--- src/rtl/clusterv_irq_router_pkg.sv ---
// Shared register map and sizing helpers for the clusterv interrupt router.
package clusterv_irq_router_pkg;

  localparam logic [15:0] PRIO_BASE   = 16'h0000;
  localparam logic [15:0] PRIO_STRIDE = 16'h0004;
  localparam logic [15:0] PENDING_OFF = 16'h0080;
  localparam logic [15:0] TRIG_OFF    = 16'h0084;
  localparam logic [15:0] CORE_BASE   = 16'h0100;
  localparam logic [15:0] CORE_STRIDE = 16'h0040;
  localparam logic [15:0] ENABLE_OFF  = 16'h0000;
  localparam logic [15:0] THRESH_OFF  = 16'h0004;
  localparam logic [15:0] CLAIM_OFF   = 16'h0008;

  // Source IDs run 1..n_srcs with 0 reserved for "no candidate".
  function automatic int id_width(input int n_srcs);
    return $clog2(n_srcs + 1);
  endfunction

endpackage

--- src/rtl/clusterv_irq_arb.sv ---
// Per-core arbiter: highest priority above threshold wins, ties go to the lowest ID.
module clusterv_irq_arb #(
  parameter int N_SRCS = 8,
  parameter int PRIO_W = 3,
  parameter int ID_W   = 4
) (
  input  logic [N_SRCS-1:0]        pending_i,
  input  logic [N_SRCS-1:0]        enable_i,
  input  logic [N_SRCS*PRIO_W-1:0] prio_i,
  input  logic [PRIO_W-1:0]        threshold_i,
  output logic [ID_W-1:0]          id_o,
  output logic                     valid_o
);

  logic [PRIO_W-1:0] best_prio_s;
  logic [ID_W-1:0]   best_id_s;

  // Seeding with the threshold makes the strict compare enforce both PRIO>THRESHOLD and lowest-ID ties.
  always_comb begin
    best_prio_s = threshold_i;
    best_id_s   = '0;
    for (int i = 0; i < N_SRCS; i++) begin
      if (pending_i[i] && enable_i[i] && (prio_i[i*PRIO_W +: PRIO_W] > best_prio_s)) begin
        best_prio_s = prio_i[i*PRIO_W +: PRIO_W];
        best_id_s   = ID_W'(i + 1);
      end
    end
  end

  assign id_o    = best_id_s;
  assign valid_o = (best_id_s != '0);

endmodule

--- src/rtl/clusterv_irq_router.sv ---
// Wishbone-programmable interrupt router with claim/complete per core.
// Optional rising-edge triggering is enabled by defining CLUSTERV_IRQ_ROUTER_EDGE_EN.
module clusterv_irq_router
  import clusterv_irq_router_pkg::*;
#(
  parameter int N_SRCS  = 8,
  parameter int N_CORES = 4,
  parameter int PRIO_W  = 3
) (
  input  logic               clock,
  input  logic               reset,
  input  logic [15:0]        rt_adr,
  input  logic [31:0]        rt_dat_w,
  output logic [31:0]        rt_dat_r,
  input  logic               rt_cyc,
  input  logic               rt_stb,
  input  logic               rt_we,
  input  logic [3:0]         rt_sel,
  output logic               rt_ack,
  output logic               rt_err,
  input  logic [N_SRCS-1:0]  src,
  output logic [N_CORES-1:0] irq
);

  localparam int ID_W = id_width(N_SRCS);

  logic                     served_q;
  logic                     ack_q;
  logic [31:0]              dat_r_q, dat_r_d;
  logic [PRIO_W-1:0]        prio_q   [N_SRCS];
  logic [PRIO_W-1:0]        prio_d   [N_SRCS];
  logic [N_SRCS-1:0]        enable_q [N_CORES];
  logic [N_SRCS-1:0]        enable_d [N_CORES];
  logic [PRIO_W-1:0]        thresh_q [N_CORES];
  logic [PRIO_W-1:0]        thresh_d [N_CORES];
  logic [N_SRCS-1:0]        pending_q, pending_d;
  logic [N_SRCS-1:0]        in_service_q, in_service_d;
  logic [N_CORES-1:0]       irq_q;
  logic [N_CORES-1:0]       cand_valid_s;
  logic [ID_W-1:0]          cand_id_s [N_CORES];
  logic [N_SRCS*PRIO_W-1:0] prio_flat_s;
  logic                     req_first_s;
  logic [N_SRCS-1:0]        claim_clr_s, complete_clr_s;
  logic [N_SRCS-1:0]        trig_s, level_set_s, edge_set_s;
  logic                     unused_s;

  assign unused_s = ^rt_sel;

`ifdef CLUSTERV_IRQ_ROUTER_EDGE_EN
  logic [N_SRCS-1:0] trig_q, trig_d;
  logic [N_SRCS-1:0] src_prev_q;

  // Trigger-mode register and previous-sample flops for rising-edge detection.
  always_ff @(posedge clock) begin
    if (!reset) begin
      trig_q     <= '0;
      src_prev_q <= '0;
    end else begin
      trig_q     <= trig_d;
      src_prev_q <= src;
    end
  end

  assign trig_s     = trig_q;
  assign edge_set_s = src & ~src_prev_q & trig_q;
`else
  assign trig_s     = '0;
  assign edge_set_s = '0;
`endif

  for (genvar i = 0; i < N_SRCS; i++) begin : g_flat
    assign prio_flat_s[i*PRIO_W +: PRIO_W] = prio_q[i];
  end

  for (genvar c = 0; c < N_CORES; c++) begin : g_arb
    clusterv_irq_arb #(
      .N_SRCS (N_SRCS),
      .PRIO_W (PRIO_W),
      .ID_W   (ID_W)
    ) u_arb (
      .pending_i   (pending_q),
      .enable_i    (enable_q[c]),
      .prio_i      (prio_flat_s),
      .threshold_i (thresh_q[c]),
      .id_o        (cand_id_s[c]),
      .valid_o     (cand_valid_s[c])
    );
  end

  // Register decode: only the first cycle of a strobe performs the access.
  always_comb begin
    req_first_s    = rt_cyc & rt_stb & ~served_q;
    prio_d         = prio_q;
    enable_d       = enable_q;
    thresh_d       = thresh_q;
    dat_r_d        = 32'h0;
    claim_clr_s    = '0;
    complete_clr_s = '0;
`ifdef CLUSTERV_IRQ_ROUTER_EDGE_EN
    trig_d         = trig_q;
`endif
    if (req_first_s) begin
      for (int i = 0; i < N_SRCS; i++) begin
        if (rt_adr == PRIO_BASE + PRIO_STRIDE * 16'(i)) begin
          if (rt_we) prio_d[i] = rt_dat_w[PRIO_W-1:0];
          else       dat_r_d   = 32'(prio_q[i]);
        end
      end
      if (rt_adr == PENDING_OFF && !rt_we) dat_r_d = 32'(pending_q);
`ifdef CLUSTERV_IRQ_ROUTER_EDGE_EN
      if (rt_adr == TRIG_OFF) begin
        if (rt_we) trig_d  = rt_dat_w[N_SRCS-1:0];
        else       dat_r_d = 32'(trig_q);
      end
`else
      if (rt_adr == TRIG_OFF) dat_r_d = 32'h0;
`endif
      for (int c = 0; c < N_CORES; c++) begin
        if (rt_adr == CORE_BASE + CORE_STRIDE * 16'(c) + ENABLE_OFF) begin
          if (rt_we) enable_d[c] = rt_dat_w[N_SRCS-1:0];
          else       dat_r_d     = 32'(enable_q[c]);
        end
        if (rt_adr == CORE_BASE + CORE_STRIDE * 16'(c) + THRESH_OFF) begin
          if (rt_we) thresh_d[c] = rt_dat_w[PRIO_W-1:0];
          else       dat_r_d     = 32'(thresh_q[c]);
        end
        if (rt_adr == CORE_BASE + CORE_STRIDE * 16'(c) + CLAIM_OFF) begin
          for (int i = 0; i < N_SRCS; i++) begin
            if (rt_we) begin
              if (rt_dat_w == 32'(i + 1) && in_service_q[i]) complete_clr_s[i] = 1'b1;
            end else begin
              if (cand_valid_s[c] && cand_id_s[c] == ID_W'(i + 1)) claim_clr_s[i] = 1'b1;
            end
          end
          if (!rt_we) dat_r_d = 32'(cand_id_s[c]);
        end
      end
    end
  end

  // Claim is applied before new source activity; an edge arriving with the claim still latches.
  always_comb begin
    level_set_s  = src & ~trig_s & ~in_service_q & ~claim_clr_s;
    pending_d    = (pending_q & ~claim_clr_s) | level_set_s | edge_set_s;
    in_service_d = (in_service_q | claim_clr_s) & ~complete_clr_s;
  end

  // State register for bus handshake, configuration and interrupt tracking.
  always_ff @(posedge clock) begin
    if (!reset) begin
      served_q     <= 1'b0;
      ack_q        <= 1'b0;
      dat_r_q      <= 32'h0;
      pending_q    <= '0;
      in_service_q <= '0;
      irq_q        <= '0;
      for (int i = 0; i < N_SRCS; i++) prio_q[i] <= '0;
      for (int c = 0; c < N_CORES; c++) begin
        enable_q[c] <= '0;
        thresh_q[c] <= '0;
      end
    end else begin
      served_q     <= rt_cyc & rt_stb;
      ack_q        <= req_first_s;
      dat_r_q      <= dat_r_d;
      prio_q       <= prio_d;
      enable_q     <= enable_d;
      thresh_q     <= thresh_d;
      pending_q    <= pending_d;
      in_service_q <= in_service_d;
      irq_q        <= cand_valid_s;
    end
  end

  assign rt_ack   = ack_q;
  assign rt_dat_r = dat_r_q;
  assign rt_err   = 1'b0;
  assign irq      = irq_q;

endmodule

--- config.mk ---
export PLATFORM = sky130hd
export DESIGN_NAME = clusterv_irq_router
export DESIGN_NICKNAME = d
export VERILOG_FILES = /design/src/rtl/clusterv_irq_router_pkg.sv /design/src/rtl/clusterv_irq_arb.sv /design/src/rtl/clusterv_irq_router.sv
export SDC_FILE = /design/constraint.sdc
export NUM_CORES = 1
export LEC_CHECK = 0
export CORE_ASPECT_RATIO = 1.5
export CORE_UTILIZATION = 30
export CTS_CLUSTER_DIAMETER = 200
export DETAILED_ROUTE_END_ITERATION = 6
export GPL_ROUTABILITY_DRIVEN = 0
export SETUP_SLACK_MARGIN = 0.15
export SYNTH_ARGS = -nofsm -noshare
export SYNTH_HDL_FRONTEND = slang
export SYNTH_SLANG_ARGS = --single-unit
--- constraint.sdc ---
create_clock -name clock -period 22.8 [get_ports clock]
set_clock_uncertainty 0.2 [all_clocks]
set_input_delay 4.56 -clock clock [delete_from_list [all_inputs] [get_ports clock]]
set_output_delay 4.56 -clock clock [all_outputs]
set_load 0.005 [all_outputs]
==> results.md <==
* Post-synthesis mux area share at 0.103
* Mapped Area at 9230 um^2
* Layout area overhead at 14.2%
* Number of distinct library cells after synthesis at 84
* Inserted Diodes at 0
* XOR/XNOR Fraction of Synth Area at 0
* Critical path class: reg -> reg
* Via count at 9531
* Yosys warnings at 0
* HP Class: reg -> reg
* CTS tree: done
* Clk Latency, worst-skew pair at 0.40 ns
* Crit-path max cell delay at approximately 0.74 ns
* Initial antenna violation count at 0
* Post-synthesis adder-cell area fraction at 0.117
* #FFs+latches synth at 98
* Simple-gate share of the synthesized area at 0.261
* Post-synth EDFFs at 0
* First-pass GRT wire length at around 54 mm
* Area share of the largest cell type after synthesis at 0.213
* Drt via density at 5.80
* Clk sinks at 98
* H-tree depth at 3
* DR pass1 iterations at 5
* Max_slew headroom at 0.172
* Register area share after synthesis at 0.213
* Avg Cell Area, Syn at 7.73 um^2
* Die width at 145 um
* Top delay family on crit path: compound AO/OA/AOI/OAI gates
* Outcome: finished clean
* Fin crit share at 0.599
* Setup ws final at a little over 9 ns
* Most common library cells after synthesis: nand2_1 (127), dfxtp_1 (98), ha_1 (86)
* Antenna Nets Post-Route at 0
* Most common cell on crit path: nand3_1
* Pin count of the biggest net entering global routing at 91
* Final Max Tran Viols at 0
* CTS Hold Bufs at 0
* Top post-synthesis cells by area: dfxtp_1 (21%), ha_1 (12%), mux2i_1 (5.7%)
* Dpl hpwl at between 20 and 30 mm
* Most common cell in the netlist: nand2_1
* Final wirelength at ~36 mm
* Die area at around 31000 um^2
* DRC at 0
* Floorplan core area at 30300 um^2
* Pwr dens at 34.8 nW/um^2
* Final worst path period need at about 14 ns
* Cell taking the most area after synthesis: dfxtp_1
* RSZ-0062 raised after global routing: false
* Final setup TNS at 0 ns
* Final nets at 1390
* # rows at 78
* Max Root-Sink Buffers at 2
* Worst Path Arrival at around 14 ns
* Post-CTS Setup Inserts at 0
* CP max-delay cell: a21oi_1
* Synth Area in Compound Gates at 0.241
* Buf/Inv on CP at 4
* Largest family of logic cells by synthesized area: simple AND/OR/NAND/NOR gates
* Worst setup EP type: register
* Ys async rst share at 0
* Number of global-route vias before repair at 9180
* Pin slew with the least headroom to its limit at 1.23 ns
* Initial DRC count at 843
* Final Hold Viols at 0
* Max frequency at 73.2 MHz
* Worst path required time at 22.90 ns
* Die Ht at 217 um
* Crit Path Max Fanout at 10
* Layout cell share with drive strength beyond 1 at 0.0732
* Effective utilization at floorplan at 0.305
* Wire per inst at about 22 um
* Congestion Overflow GR at 0
* P_leak at 3.73 nW
* GRT Overall Usage at 0.229
* Cells after Synth at 1193
* Max VDD drop at 0.0364 mV
* Final number of setup-violating endpoints at 0
* IO Port Bufs at 73
* Post-placement setup slack at 9.48 ns
* FF-to-FF setup slack at roughly 9 ns
* Startpoint Class: register
* I/O Pins at between 100 and 150
* TritonCTS Buffers at 9
* Max_cap viols at 0
* Post_cts resized at 0
* CTS Root Cell: clkbuf_16
* Clk pin slew, worst setup/hold paths at 0.08 ns
* Dominant synthesized flop cell: dfxtp_1
layer usage:
metal	GRT usage	up-vias	wire length [um]
met5	0	-	0
met4	0.224	0	3600
met3	0.0382	181	2310
met2	0.400	486	17600
met1	0.229	4427	12700
li1	-	4437	-
registers in the layout, summed over array words and instances, names as in the netlist:
name and flops:
pending_q 8, rt_ack 1, enable_q 32, irq 4, in_service_q 8, thresh_q 12
rt_dat_r 8, served_q 1, prio_flat_s 24
final timing paths:
kind                  startpoint               to  cells past startpoint
setup reg to reg  prio_flat_s[0]  in_service_q[0]                     52
setup / recovery  prio_flat_s[0]  in_service_q[0]                     52
hold / removal       enable_q[7]      enable_q[7]                      2
hold reg to reg      enable_q[7]      enable_q[7]                      2
final cells by class:
cell class	instances	area [um^2]
Sequential cell	98	1960
Clock buffer	9	225
Multi-Input combinational cell	984	6750
Clock inverter	7	67.6
Inverter	64	240
Fill cell	3262	19700
Tap cell	400	500
Timing Repair Buffer	82	793
power breakdown:
| group | internal, mW | switching, mW | leakage, nW |
|---|---|---|---|
| clock network | 0.0770 | 0.0837 | 0.142 |
| logic | 0.0144 | 0.0157 | 2.80 |
| registers | 0.172 | 0.00368 | 0.792 |
| total | 0.264 | 0.103 | 3.73 |
cells by family after synthesis:
logic type,after synthesis
compound gates,316
fa+ha+maj,86
buf+inv,135
flops,98
mux,89
other cells,1
simple gates,468
through the flow:
stage / hold WS, ns / cells / util / instance area (um^2) / power (mW)
final: 0.295 / 1644 / 0.348 / 10500 / 0.367
after global routing: 0.313 / 1644 / 0.348 / 10500 / 0.377
after CTS: 0.297 / 1644 / 0.348 / 10500 / 0.368
after detailed placement: 0.286 / 1628 / 0.339 / 10200 / 0.209
after global placement: 0.272 / 1628 / 0.339 / 10200 / 0.209
after floorplan: 0.254 / 1217 / - / 9320 / 0.194
layout by cell type (no fill, tap or decap), types with 4 or more instances in the layout:
cell	count
a21boi_0	44
nand3_1	69
inv_1	64
nand4_1	18
clkdlybuf4s50_1	72
o21a_1	19
a21o_1	8
o22ai_1	4
nand2b_1	4
a311oi_1	4
and2_1	8
o31ai_1	6
o2111ai_1	14
conb_1	25
a32oi_1	5
o211ai_1	6
nor2_1	81
a31o_2	4
o211a_1	7
a211oi_1	4
nor4_1	15
nor2b_1	68
a22oi_1	13
or3_1	8
a31oi_1	15
and3_1	10
a21oi_1	49
nor3_1	23
buf_4	9
o2111a_1	5
dfxtp_1	98
mux2_2	35
nor3b_1	5
o21ai_0	71
nand2_1	127
ha_1	86
clkbuf_16	9
or2_2	6
mux2i_1	53
worst min-delay path, delay by kind of cell (launching register included):
family	cells	cell delay (ns)
flops	1	0.33
simple gates	1	0.05
compound gates	1	0.06
Note: power is estimated with default switching activity, not from simulation.
